===== src/rtl/keccak_sequencer_if.sv =====
// Handshake/strobe bundle between padder, user-input snoop and the Keccak sequencer.
// The master side drives padder/user status; the slave side (sequencer) drives datapath strobes.
interface keccak_sequencer_if #(
  parameter int RW = 5
);
  logic          in_ready;
  logic          is_last;
  logic          buffer_full;
  logic          pad_ready;
  logic          f_ack;
  logic          absorb;
  logic          round_en;
  logic [RW-1:0] round_idx;
  logic          busy;
  logic          out_ready;

  modport master (
    output in_ready, is_last, buffer_full, pad_ready,
    input  f_ack, absorb, round_en, round_idx, busy, out_ready
  );

  modport slave (
    input  in_ready, is_last, buffer_full, pad_ready,
    output f_ack, absorb, round_en, round_idx, busy, out_ready
  );
endinterface


===== src/rtl/keccak_sequencer.sv =====
// Sequences absorb + ROUNDS permutation rounds per padder block; raises sticky out_ready after the final block.
// All outputs are registered decodes of the next state, so nothing is combinational from inputs.
module keccak_sequencer #(
  parameter int ROUNDS = 24,
  parameter int RW     = 5
) (
  input  logic                 clk,
  input  logic                 reset,
  keccak_sequencer_if.slave    bus
);
  typedef enum logic [1:0] {IDLE, ABSORB, PERM, DONE} state_t;

  localparam logic [RW-1:0] LAST_ROUND = RW'(ROUNDS - 1);

  state_t        state_q, state_d;
  logic [RW-1:0] round_q, round_d;
  logic          last_seen_q, last_seen_d;
  logic          last_dly_q, last_dly_d;
  logic          blk_seen_q, blk_seen_d;
  logic          f_ack_q, f_ack_d;
  logic          absorb_q, absorb_d;
  logic          round_en_q, round_en_d;
  logic          busy_q, busy_d;
  logic          out_ready_q, out_ready_d;

  always_comb begin
    state_d     = state_q;
    round_d     = '0;
    blk_seen_d  = blk_seen_q;
    // Sticky: once set, further user pulses cannot change anything.
    last_seen_d = last_seen_q | (bus.in_ready & bus.is_last & ~bus.buffer_full);
    last_dly_d  = last_seen_q;

    case (state_q)
      IDLE: begin
        // A pending block always wins over finishing, covering two-block padding.
        if (bus.pad_ready) begin
          state_d = ABSORB;
        end else if (last_dly_q && blk_seen_q) begin
          state_d = DONE;
        end
      end
      ABSORB: begin
        blk_seen_d = 1'b1;
        state_d    = PERM;
      end
      PERM: begin
        if (round_q == LAST_ROUND) begin
          state_d = bus.pad_ready ? ABSORB : IDLE;
        end else begin
          round_d = round_q + RW'(1);
        end
      end
      DONE: begin
        state_d = DONE;
      end
      default: begin
        state_d = IDLE;
      end
    endcase

    f_ack_d     = (state_d == ABSORB);
    absorb_d    = (state_d == ABSORB);
    round_en_d  = (state_d == PERM);
    busy_d      = (state_d == ABSORB) || (state_d == PERM);
    out_ready_d = (state_d == DONE);
  end

  always_ff @(posedge clk or posedge reset) begin
    if (reset) begin
      state_q     <= IDLE;
      round_q     <= '0;
      last_seen_q <= 1'b0;
      last_dly_q  <= 1'b0;
      blk_seen_q  <= 1'b0;
      f_ack_q     <= 1'b0;
      absorb_q    <= 1'b0;
      round_en_q  <= 1'b0;
      busy_q      <= 1'b0;
      out_ready_q <= 1'b0;
    end else begin
      state_q     <= state_d;
      round_q     <= round_d;
      last_seen_q <= last_seen_d;
      last_dly_q  <= last_dly_d;
      blk_seen_q  <= blk_seen_d;
      f_ack_q     <= f_ack_d;
      absorb_q    <= absorb_d;
      round_en_q  <= round_en_d;
      busy_q      <= busy_d;
      out_ready_q <= out_ready_d;
    end
  end

  assign bus.f_ack     = f_ack_q;
  assign bus.absorb    = absorb_q;
  assign bus.round_en  = round_en_q;
  assign bus.round_idx = round_q;
  assign bus.busy      = busy_q;
  assign bus.out_ready = out_ready_q;
endmodule


===== src/flat_wrapper.sv =====
// flat-port wrapper written by rule: the top's interface ports become plain ports
module keccak_sequencer_flat 
#(
  parameter int ROUNDS = 24,
  parameter int RW     = 5
)
  (clk, reset, bus_in_ready, bus_is_last, bus_buffer_full, bus_pad_ready, bus_f_ack, bus_absorb, bus_round_en, bus_round_idx, bus_busy, bus_out_ready);
  keccak_sequencer_if #(.RW(RW)) bus_i ();
  input  logic clk;
  input  logic reset;
  input wire logic [$bits(bus_i.in_ready)-1:0] bus_in_ready;
  input wire logic [$bits(bus_i.is_last)-1:0] bus_is_last;
  input wire logic [$bits(bus_i.buffer_full)-1:0] bus_buffer_full;
  input wire logic [$bits(bus_i.pad_ready)-1:0] bus_pad_ready;
  output wire logic [$bits(bus_i.f_ack)-1:0] bus_f_ack;
  output wire logic [$bits(bus_i.absorb)-1:0] bus_absorb;
  output wire logic [$bits(bus_i.round_en)-1:0] bus_round_en;
  output wire logic [$bits(bus_i.round_idx)-1:0] bus_round_idx;
  output wire logic [$bits(bus_i.busy)-1:0] bus_busy;
  output wire logic [$bits(bus_i.out_ready)-1:0] bus_out_ready;
  assign bus_i.in_ready = bus_in_ready;
  assign bus_i.is_last = bus_is_last;
  assign bus_i.buffer_full = bus_buffer_full;
  assign bus_i.pad_ready = bus_pad_ready;
  assign bus_f_ack = bus_i.f_ack;
  assign bus_absorb = bus_i.absorb;
  assign bus_round_en = bus_i.round_en;
  assign bus_round_idx = bus_i.round_idx;
  assign bus_busy = bus_i.busy;
  assign bus_out_ready = bus_i.out_ready;
  keccak_sequencer #(.ROUNDS(ROUNDS), .RW(RW)) u_core (.clk(clk), .reset(reset), .bus(bus_i));
endmodule

===== config.mk =====
export PLATFORM = sky130hd
export DESIGN_NAME = keccak_sequencer_flat
export DESIGN_NICKNAME = d
export VERILOG_FILES = /design/src/rtl/keccak_sequencer_if.sv /design/src/rtl/keccak_sequencer.sv /design/src/flat_wrapper.sv
export SDC_FILE = /design/constraint.sdc
export NUM_CORES = 1
export LEC_CHECK = 0
export ABC_CLOCK_PERIOD_IN_PS = 3000
export CAP_MARGIN = 25
export CORE_UTILIZATION = 45
export DETAILED_ROUTE_END_ITERATION = 8
export GPL_ROUTABILITY_DRIVEN = 0
export PLACE_DENSITY = 0.75
export SYNTH_ARGS = -nofsm -noshare
export SYNTH_HDL_FRONTEND = slang
export SYNTH_SLANG_ARGS = --single-unit

===== constraint.sdc =====
create_clock -name clk -period 3 [get_ports clk]
set_input_delay 0.6 -clock clk [delete_from_list [all_inputs] [get_ports clk]]
set_output_delay 0.6 -clock clk [all_outputs]
set_load 0.03 [all_outputs]

==> impl_summary.txt, run 1 <==
----------------------------------------------------
[CTS]
  Clock tree from TritonCTS ... yes
  Gates resized, CTS repair ... 0
  Clock-pin slew of the registers on the worst-case setup and hold paths ... 0.07 ns
  CTS Root Cell ... clkbuf_4
  Number of CTS-inserted buffers ... 3
  Hold buffer count at cts ... 0
  Buffers inserted by post-CTS timing repair ... 0
  Bufs on Longest Clock Path ... 2
  Clock Latency Late Sink ... 0.27 ns
  CTS HTree Levels ... 1
  Clock sink count ... 14

[Drt]
  Detailed-route wire length ... 875 um
  Via Count ... 409
  DRC errors left ... 0
  First-pass iteration count of the detailed router ... 4
  Average wire per standard cell ... 10.94 um
  Routed via count divided by cell count ... 5.113
  DRC marker count from the first detailed-route iteration ... 2
  Post-DRT Antenna Nets ... 0

[Power and ir drop]
  Max VDD drop ... 0.0003714 V
  Tot Pwr ... 0.0004639 W
  Power per Cell Area ... 604.8 nW/um^2
  Internal power of the cells ... 0.0003187 W
  Share of total power consumed by net switching ... approximately 31%
  Clock power share ... 21.3%
  Share of total power in combinational logic ... 28.7%
  Relative contribution of sequential cells to total power ... 50.1%
  Net switching power of the design ... 0.0001452 W
  LEAKAGE ... 0.3705 nW

[Placement]
  IO Port Bufs ... 15
  DP Wirelength ... approximately 690 um

[Yosys]
  Share of the synthesized area in the top cell type ... 59.96%
  Warning count from the yosys run ... 0
  Mean instance size in the synthesized netlist ... 11.92 um^2
  EDFF count, synth ... 0
  Distinct cells, synth ... 22
  Most common cell in the synthesized netlist ... dfrtp_1
  Top_reg_cell synth ... dfrtp_1
  Area leader, netlist ... dfrtp_1
  Post-synthesis cell count ... 49
  Synth area leaders ... dfrtp_1, ha_1, nand2_1
  Register bit count reported by yosys ... 14
  Async SR Flop Fraction ... 100.0%
  Summed instance area of the synthesized netlist ... 584.3 um^2
  List of most frequent post-synthesis cells ... dfrtp_1, nand2_1, ha_1, inv_1, nor2_1
  Sequential fraction of the synthesis area ... 59.96%
  Number of nets produced by synthesis ... 59

[Setup path]
  First element of the critical path ... u_core.bus.round_idx[2]$_DFF_PP0_
  Total buffers and inverters traversed by the critical path ... 1
  Crit Reg-Reg Startpoint ... u_core.bus.round_idx[0]$_DFF_PP0_
  Cells along the critical path ... clkdlybuf4s50_1
  Type of origin of the critical path ... flop
  Top delay family on crit path ... buffers and inverters
  Data arrival time of the worst path ... 1.42 ns
  Data required time at the worst endpoint ... 2.40 ns
  Kind of critical path ... reg -> out
  Peak per-stage delay on the critical path ... 0.70 ns
  Critical path's slowest cell ... clkdlybuf4s50_1
  Endpoint kind of the worst setup timing path ... output pin
  Highest net fanout along the worst path ... 6

[STA]
  Final setup violating endpoints ... 0
  Summed negative setup slack over all endpoints ... 0 ns
  Final hold violation count ... 0
  Final-report max-slew violation count ... 0
  Tmin final ... 2.020 ns
  Post-route fraction of the period consumed by the critical path ... just under 70%
  Worst Max-Slew Pin Slew ... 0.5030 ns
  FMAX ... approximately 0.5 GHz
  Worst slew margin ... between 60% and 70%
  RSZ-0062 raised after global routing ... false
  Clock Skews ... 0.0007213 ns

[Floorplan]
  Vertical die dimension ... approximately 38 um
  Die area ... 1447 um^2
  Initial cell density of the core ... between 50% and 60%
  Die span in x ... 38.04 um
  Row cnt ... 12
  Number of top-level design ports ... 16
  Placeable core region ... 1156 um^2

[Worst hold path]
  Critical hold path startpoint ... u_core.last_dly_d$_DFF_PP0_
  Min-delay worst type ... reg -> reg

[Run]
  Maxcap violations ... 0

[Global routing]
  Pin count of the biggest net entering global routing ... 15
  Total Routing Usage GR ... 15.45%
  Remaining global-route overflow ... 0
  Antenna violations before repair ... 0
  Number of global-route vias before repair ... between 300 and 400
  First-pass GRT wire length ... around 1400 um

[Outcome]
  Result of the run ... complete, no violations

[Finish]
  Antenna diode count ... 0
  Footprint of the multi-input gates ... 211.5 um^2
  Nets@finish ... 78
  Fill cell total of the finished layout ... 90
  Post-synthesis to final-layout area growth ... 31.26%
  Register area ... between 300 and 400 um^2
  Fraction of layout instances using a drive strength above 1 ... 7.576%

----------------------------------------------------
## power by group through the flow
stage	sequential [W]	clock, W	combinational (W)
floorplan	0.000273	0	0.0000407
global placement	0.000235	0	0.000134
detailed placement	0.000236	0	0.000133
CTS	0.000232	0.000102	0.000135
global route	0.000236	0.000112	0.000144
finish	0.000232	0.0000986	0.000133
## state kept, by name, summed over array words and instances (netlist names)
name / flops
u_core.bus.out_ready: 1
u_core.last_dly_d: 1
u_core.bus.round_idx: 5
u_core.bus.busy: 1
u_core.bus.f_ack: 1
u_core.last_dly_q: 1
u_core.bus.round_en: 1
u_core.state_q: 2
u_core.blk_seen_q: 1
## layer usage
layer,vias to the layer above,share of wire (%),track usage (%)
li1,199,-,-
met1,189,43,17.97
met2,18,50,23.73
met3,3,5.5,3.488
met4,0,1.6,13.39
met5,-,0,0
## cells in the final DEF, fill, tap and decap left out, types with 2 or more instances in the layout
cell type and count:
clkdlybuf4s50_1 15, dfrtp_1 14, nand2_1 5, inv_1 4
nor2_1 4, ha_1 4, clkbuf_4 3, a21oi_1 2
## cell type report
type,instances,share of cell area (%)
Sequential cell,14,45.68
Tap cell,14,2.284
Multi-Input combinational cell,30,27.57
Clock buffer,3,2.936
Timing Repair Buffer,15,19.58
Inverter,4,1.958
## metrics by stage
stage               cells  worst slack, ns  instance area (um^2)  hold WS [ns]  utilization (%)
floorplan              49            1.379                 584.3        0.3484                -
global placement       77            1.180                 744.5        0.3611            64.39
detailed placement     77            1.155                 744.5        0.3626            64.39
CTS                    80           0.9691                 767.0        0.3793            66.34
global route           80           0.9236                 767.0        0.3865            66.34
finish                 80           0.9799                 767.0        0.3766            66.34
## kinds of logic (layout without fill, tap and decap cells)
logic type | count (synthesis) | count (layout) | synth area share, %
AOI/OAI and AO/OA | 8 | 8 | 9.639
xor gates and xnor gates | 2 | 2 | 2.998
adders and majority gates | 4 | 4 | 8.566
buffers and inverters | 5 | 22 | 3.854
DFF | 14 | 14 | 59.96
and+or+nand+nor | 16 | 16 | 14.99
## final timing paths
check                                                     to  slack [ns]  cells past startpoint
max                                         bus_round_idx[2]        0.98                      1
min in group asynchronous  u_core.bus.round_idx[2]$_DFF_PP0_        0.66                      2
min                              u_core.last_dly_q$_DFF_PP0_        0.38                      0
max reg2reg                        u_core.bus.busy$_DFF_PP0_        1.45                      6
min reg2reg                      u_core.last_dly_q$_DFF_PP0_        0.38                      0
max in group asynchronous  u_core.bus.round_idx[4]$_DFF_PP0_        2.00                      2
(Power assumes the default switching activity.)
==> run 2, diff against run 1 <==
Settings changed: ABC_CLOCK_PERIOD_IN_PS 3000 to 1900, CORE_UTILIZATION 45 to 44, PLACE_DENSITY 0.75 to 0.74.
Clock period 3 ns to 1.9 ns, I/O delays scaled along.
==> run 2 against run 1 <==
Register-to-register slack got worse by 1.1 ns; highest routed layer unchanged; die area increased by 2.1%; non-clock buffer count unchanged; critical path depth unchanged; global-route usage decreased by 0.50 points; wire length increased by 7.0%; sequential power increased by 58%; via count decreased by 2.2%; critical endpoint unchanged; sequential cell count unchanged; critical path type unchanged.
==> impl_summary.txt, run 2 (synthesis results as in run 1) <==
----------------------------------------------------
[Worst hold path]
  Min-delay worst type ... reg -> reg (unchanged)
  Min-Delay Path Depth ... 0 (unchanged)

[Setup path]
  Type of origin of the critical path ... flop (unchanged)
  Total buffers and inverters traversed by the critical path ... 1 (unchanged)
  Kind of critical path ... reg -> out (unchanged)
  Cells along the critical path ... clkdlybuf4s50_1 (unchanged)
  Register-to-register path setup slack ... 0.34 ns (was 1.45 ns)
  Data required time at the worst endpoint ... 1.52 ns (was 2.40 ns)
  Data arrival time of the worst path ... 1.46 ns (was 1.42 ns)
  Peak per-stage delay on the critical path ... 0.71 ns (was 0.70 ns)
  Number of cell instances on the worst register-to-register path ... 6 (unchanged)
  Endpoint kind of the worst setup timing path ... output pin (unchanged)
  Top delay family on crit path ... buffers and inverters (unchanged)
  Highest net fanout along the worst path ... 6 (unchanged)
  Critical Path Stages ... 1 (unchanged)
  Critical path's slowest cell ... clkdlybuf4s50_1 (unchanged)

[STA]
  Post-route fraction of the period consumed by the critical path ... 96.83%
  Hold Worst Slack ... 0.3856 ns (was 0.3766 ns)
  RSZ-0062 raised after global routing ... false (unchanged)
  Worst slew margin ... 64.95% (was 66.43%)
  FMAX ... 0.5436 GHz
  Worst Max-Slew Pin Slew ... 0.5252 ns (was 0.5030 ns)
  Clock Skews ... 0.004003 ns (was 0.0007213 ns)
  Final setup violating endpoints ... 0 (unchanged)
  Final hold violation count ... 0 (unchanged)
  Final-report max-slew violation count ... 0 (unchanged)
  Tmin final ... 1.840 ns
  Summed negative setup slack over all endpoints ... 0 ns (unchanged)

[Outcome]
  Result of the run ... complete, no violations (unchanged)

[CTS]
  Clock tree from TritonCTS ... yes (unchanged)
  Clock sink count ... 14 (unchanged)
  Gates resized, CTS repair ... 0 (unchanged)
  Number of CTS-inserted buffers ... 3 (unchanged)
  Clock-pin slew of the registers on the worst-case setup and hold paths ... 0.09 ns (was 0.07 ns)
  Hold buffer count at cts ... 0 (unchanged)
  Buffers inserted by post-CTS timing repair ... 0 (unchanged)
  CTS Root Cell ... clkbuf_4 (unchanged)
  Clock Latency Late Sink ... 0.27 ns (about the same)
  CTS HTree Levels ... 1 (unchanged)
  Bufs on Longest Clock Path ... 2 (unchanged)

[Floorplan]
  Placeable core region ... 1171 um^2 (was 1156 um^2)
  Initial cell density of the core ... 49.89% (was 50.54%)
  Die area ... 1478 um^2 (was 1447 um^2)
  Die span in x ... 38.44 um (was 38.04 um)
  Vertical die dimension ... 38.44 um (was 38.04 um)
  Row cnt ... 12 (unchanged)
  Number of top-level design ports ... 16 (unchanged)

[Finish]
  Commonest cells after routing, fill and taps aside ... clkdlybuf4s50_1, dfrtp_1, nand2_1 (unchanged)
  Register area ... 350.3 um^2 (unchanged)
  Nets@finish ... 78 (unchanged)
  Post-synthesis to final-layout area growth ... 33.62% (was 31.26%)
  Antenna diode count ... 0 (unchanged)
  Leading cell type in the layout, fill and taps excluded ... clkdlybuf4s50_1 (unchanged)
  Fill cell total of the finished layout ... 92 (was 90)
  Max FFs per register ... 5 (unchanged)
  Fraction of layout instances using a drive strength above 1 ... 8.955% (was 7.576%)
  Footprint of the multi-input gates ... 211.5 um^2 (unchanged)

[Power and ir drop]
  Relative contribution of sequential cells to total power ... 45.9% (was 50.1%)
  LEAKAGE ... 0.3777 nW (was 0.3705 nW)
  Max VDD drop ... 0.0005611 V (was 0.0003714 V)
  Share of total power consumed by net switching ... 31.49% (was 31.30%)
  Tot Pwr ... 0.0007985 W (was 0.0004639 W)
  Clock power share ... 27.1% (was 21.3%)
  Power per Cell Area ... 1023 nW/um^2 (was 604.8 nW/um^2)
  Net switching power of the design ... 0.0002514 W (was 0.0001452 W)
  Share of total power in combinational logic ... 26.9% (was 28.7%)
  Internal power of the cells ... 0.0005471 W (was 0.0003187 W)

[Global routing]
  Antenna violations before repair ... 0 (unchanged)
  Pin count of the biggest net entering global routing ... 15 (unchanged)
  Remaining global-route overflow ... 0 (unchanged)
  Number of global-route vias before repair ... 342 (was 365)
  Total Routing Usage GR ... 14.96% (was 15.45%)
  First-pass GRT wire length ... 1428 um (was 1442 um)

[Drt]
  Via Count ... 400 (was 409)
  First-pass iteration count of the detailed router ... 3 (was 4)
  DRC marker count from the first detailed-route iteration ... 1 (was 2)
  Average wire per standard cell ... 11.56 um (was 10.94 um)
  DRC errors left ... 0 (unchanged)
  Post-DRT Antenna Nets ... 0 (unchanged)
  Detailed-route wire length ... 936 um (was 875 um)
  Routed via count divided by cell count ... 4.938 (was 5.113)

[Run]
  Maxcap violations ... 0 (unchanged)

[Placement]
  DP Wirelength ... 662.3 um (was 686.2 um)
  IO Port Bufs ... 15 (unchanged)

----------------------------------------------------
==> run 2: cell count changes in the layout (fill, tap and decap cells not counted) <==
cell      previous run  this run
clkbuf_8             0         1
==> run 2: cell type report <==
| class | instances | area share, % |
|---|---|---|
| Sequential cell | 14 | 44.87 |
| Tap cell | 14 | 2.244 |
| Multi-Input combinational cell | 30 | 27.08 |
| Clock buffer | 4 | 4.647 |
| Inverter | 4 | 1.923 |
| Timing Repair Buffer | 15 | 19.23 |
==> run 2: path summary, 6_finish.rpt <==
path,start,to
min reg2reg,u_core.last_dly_d$_DFF_PP0_,u_core.last_dly_q$_DFF_PP0_
max reg2reg,u_core.bus.round_idx[0]$_DFF_PP0_,u_core.bus.busy$_DFF_PP0_
min,u_core.last_dly_d$_DFF_PP0_,u_core.last_dly_q$_DFF_PP0_
min in group asynchronous,reset,u_core.bus.round_idx[2]$_DFF_PP0_
max,u_core.bus.round_idx[2]$_DFF_PP0_,bus_round_idx[2]
max in group asynchronous,reset,u_core.state_q[1]$_DFF_PP0_
==> run 2: power by group through the flow <==
stage / sequential (W) / combinational (W) / clock [W]
3_5_place_dp: 0.000373 / 0.000215 / 0
2_1_floorplan: 0.000431 / 0.0000643 / 0
5_1_grt: 0.000373 / 0.000230 / 0.000235
3_3_place_gp: 0.000372 / 0.000211 / 0
4_1_cts: 0.000367 / 0.000217 / 0.000219
6_report: 0.000367 / 0.000215 / 0.000217
==> run 2: worst reg2reg max path, delay by kind of cell (launching register included) <==
family / cells / cell delay (ns)
AOI/OAI and AO/OA: 1 / 0.21
adders and majority gates: 2 / 0.49
buffers and inverters: 1 / 0.05
DFF: 1 / 0.40
and+or+nand+nor: 2 / 0.37
==> run 2: metal layers <==
| layer | track usage [%] | routed length [um] | vias up |
|---|---|---|---|
| li1 | - | - | 200 |
| met1 | 20.75 | 453 | 187 |
| met2 | 20.34 | 441 | 11 |
| met3 | 5.233 | 33 | 2 |
| met4 | 7.759 | 8 | 0 |
| met5 | 0 | 0 | - |
==> run 2: metrics by stage <==
step	setup WS (ns)	instance area, um^2	utilization (%)	cells
floorplan	0.2792	584.3	-	49
global placement	0.3123	744.5	63.57	77
detailed placement	0.2720	744.5	63.57	77
CTS	0.05494	780.7	66.67	81
global route	0.01252	780.7	66.67	81
finish	0.06029	780.7	66.67	81
==> run 3, diff against run 2 <==
Settings changed: SETUP_SLACK_MARGIN set to 0.3.
==> run 3 against run 2 <==
Critical path depth up 5; cell count unchanged; wire length up 4.9%; critical endpoint is now u_core.bus.busy$_DFF_PP0_; largest power group unchanged; highest routed layer unchanged; non-clock buffer count unchanged; design area down 0.32%; largest cell class unchanged.
==> impl_summary.txt, run 3 (synthesis results as in run 1) <==
----------------------------------------------------
[Power and ir drop]
  Power per Cell Area ... 999.2 nW/um^2 (was 1023 nW/um^2)
  Share of total power consumed by net switching ... 32.00% (was 31.49%)
  Clock power share ... 27.4% (was 27.1%)
  Tot Pwr ... 0.0007776 W (was 0.0007985 W)
  Share of total power in combinational logic ... 25.1% (was 26.9%)
  Internal power of the cells ... 0.0005288 W (was 0.0005471 W)
  Relative contribution of sequential cells to total power ... 47.5% (was 45.9%)
  Max VDD drop ... 0.0005098 V (was 0.0005611 V)
  Net switching power of the design ... 0.0002489 W (was 0.0002514 W)
  LEAKAGE ... 0.4205 nW (was 0.3777 nW)

[Global routing]
  Antenna violations before repair ... 0 (unchanged)
  Number of global-route vias before repair ... 387 (was 342)
  Total Routing Usage GR ... 16.63% (was 14.96%)
  Remaining global-route overflow ... 0 (unchanged)
  Pin count of the biggest net entering global routing ... 15 (unchanged)
  First-pass GRT wire length ... 1600 um (was 1428 um)

[STA]
  FMAX ... 0.6525 GHz (was 0.5436 GHz)
  Hold Worst Slack ... 0.3823 ns (was 0.3856 ns)
  Final-report max-slew violation count ... 0 (unchanged)
  Worst slew margin ... 66.47% (was 64.95%)
  Worst Max-Slew Pin Slew ... 0.5023 ns (was 0.5252 ns)
  Final setup violating endpoints ... 0 (unchanged)
  RSZ-0062 raised after global routing ... false (unchanged)
  Post-route fraction of the period consumed by the critical path ... 80.66% (was 96.83%)
  Tmin final ... 1.533 ns (was 1.840 ns)
  Final hold violation count ... 0 (unchanged)
  Summed negative setup slack over all endpoints ... 0 ns (unchanged)
  Clock Skews ... 0.009611 ns (was 0.004003 ns)

[Drt]
  Top layer used by detailed routing ... met4 (unchanged)
  Via Count ... 423 (was 400)
  DRC marker count from the first detailed-route iteration ... 7 (was 1)
  DRC errors left ... 0 (unchanged)
  WL met1 ... 414 um (was 453 um)
  Average wire per standard cell ... 12.12 um (was 11.56 um)
  First-pass iteration count of the detailed router ... 4 (was 3)
  Routed via count divided by cell count ... 5.222 (was 4.938)
  Total length of routed met3 wires ... 52 um (was 33 um)
  Post-DRT Antenna Nets ... 0 (unchanged)
  Detailed-route wire length ... 982 um (was 936 um)
  Met2 WL ... 485 um (was 441 um)

[Finish]
  Final core utilization ... 66.45% (was 66.67%)
  Finished Layout Cells ... 81 (unchanged)
  Fill cell total of the finished layout ... 94 (was 92)
  Leading cell type in the layout, fill and taps excluded ... dfrtp_1 (was clkdlybuf4s50_1)
  Post-synthesis to final-layout area growth ... 33.19% (was 33.62%)
  Commonest cells after routing, fill and taps aside ... dfrtp_1, dlygate4sd2_1, nand2_1, clkdlybuf4s50_1 (was clkdlybuf4s50_1, dfrtp_1, nand2_1)
  Max FFs per register ... 5 (unchanged)
  Fraction of layout instances using a drive strength above 1 ... 14.93% (was 8.955%)
  Nets@finish ... 78 (unchanged)
  Antenna diode count ... 0 (unchanged)

[CTS]
  Number of CTS-inserted buffers ... 3 (unchanged)
  Bufs on Longest Clock Path ... 2 (unchanged)
  Clock tree from TritonCTS ... yes (unchanged)
  CTS Root Cell ... clkbuf_4 (unchanged)
  Clock Latency Late Sink ... 0.28 ns (was 0.27 ns)
  Clock sink count ... 14 (unchanged)
  Hold buffer count at cts ... 0 (unchanged)
  Clock-pin slew of the registers on the worst-case setup and hold paths ... 0.09 ns (about the same)
  CTS HTree Levels ... 1 (unchanged)

[Setup path]
  Data arrival time of the worst path ... 1.75 ns (was 1.46 ns)
  Data required time at the worst endpoint ... 2.12 ns (was 1.52 ns)
  Highest net fanout along the worst path ... 5 (was 6)
  Type of origin of the critical path ... flop (unchanged)
  Kind of critical path ... reg -> reg (was reg -> out)
  Endpoint kind of the worst setup timing path ... flop (was output pin)

[Floorplan]
  Row cnt ... 12 (unchanged)
  Number of top-level design ports ... 16 (unchanged)
  Placeable core region ... 1171 um^2 (unchanged)
  Vertical die dimension ... 38.44 um (unchanged)
  Die area ... 1478 um^2 (unchanged)
  Initial cell density of the core ... 49.89% (unchanged)
  Die span in x ... 38.44 um (unchanged)

[Run]
  Maxcap violations ... 0 (unchanged)

[Worst hold path]
  Min-delay worst type ... reg -> reg (unchanged)

[Placement]
  IO Port Bufs ... 15 (unchanged)
  Dpl cells ... 77 (unchanged)
  DP Wirelength ... 674.8 um (was 662.3 um)

[Outcome]
  Result of the run ... complete, no violations (unchanged)

----------------------------------------------------
## run 3: cell types whose count changed in the layout (fill, tap and decap cells not counted), sizes merged
| cell | delta |
|---|---|
| clkdlybuf4s50 | -10 |
| dlygate4sd2 | +9 |
| clkbuf | +1 |
## run 3: power by group through the flow
stage | Clock [W] | Sequential (W) | Combinational [W]
3_5_place_dp | 0 | 0.000376 | 0.000211
3_3_place_gp | 0 | 0.000374 | 0.000212
5_1_grt | 0.000230 | 0.000375 | 0.000214
6_report | 0.000213 | 0.000370 | 0.000195
4_1_cts | 0.000216 | 0.000369 | 0.000194
2_1_floorplan | 0 | 0.000435 | 0.0000643
## run 3: area by class of cell
cell class	count	area [um^2]	share of cell area, %
Clock buffer	4	36.28	4.662
Inverter	4	15.01	1.929
Timing Repair Buffer	15	133.9	17.20
Multi-Input combinational cell	30	222.7	28.62
Sequential cell	14	352.8	45.34
Tap cell	14	17.52	2.251
## run 3: worst paths after layout
| path | start | end | slack [ns] | depth (start not counted) |
|---|---|---|---|---|
| worst max-delay path | u_core.bus.round_idx[0]$_DFF_PP0_ | u_core.bus.busy$_DFF_PP0_ | 0.37 | 6 |
| worst min-delay path | u_core.last_dly_d$_DFF_PP0_ | u_core.last_dly_q$_DFF_PP0_ | 0.38 | 0 |
| worst max register to register | u_core.bus.round_idx[0]$_DFF_PP0_ | u_core.bus.busy$_DFF_PP0_ | 0.37 | 6 |
| worst min register to register | u_core.last_dly_d$_DFF_PP0_ | u_core.last_dly_q$_DFF_PP0_ | 0.38 | 0 |
| max in group asynchronous | reset | u_core.bus.round_idx[1]$_DFF_PP0_ | 1.13 | 2 |
| min in group asynchronous | reset | u_core.state_q[1]$_DFF_PP0_ | 0.41 | 2 |
## run 3: metrics by stage
step	setup slack, ns	instance area [um^2]
6_report	0.3675	778.2
5_1_grt	0.2908	778.2
4_1_cts	0.3081	779.5
3_5_place_dp	0.2609	747.0
3_3_place_gp	0.2964	747.0
2_1_floorplan	0.3317	586.8
## run 3: timing repair
action                     CTS  global route
buffers inserted             0             0
gates resized for setup     11             3
setup endpoints to repair   11             2
## run 3: critical path: stages, from the launching register on
cell	delay [ns]
dfrtp_2	0.39
ha_2	0.25
nand4b_4	0.15
nor2_1	0.18
o22a_1	0.22
ha_1	0.24
inv_1	0.05
## run 3: metal layers
layer	vias up	GRT usage, %
li1	202	-
met3	5	3.488
met4	0	12.93
met5	-	0
met1	200	19.85
met2	16	25.85
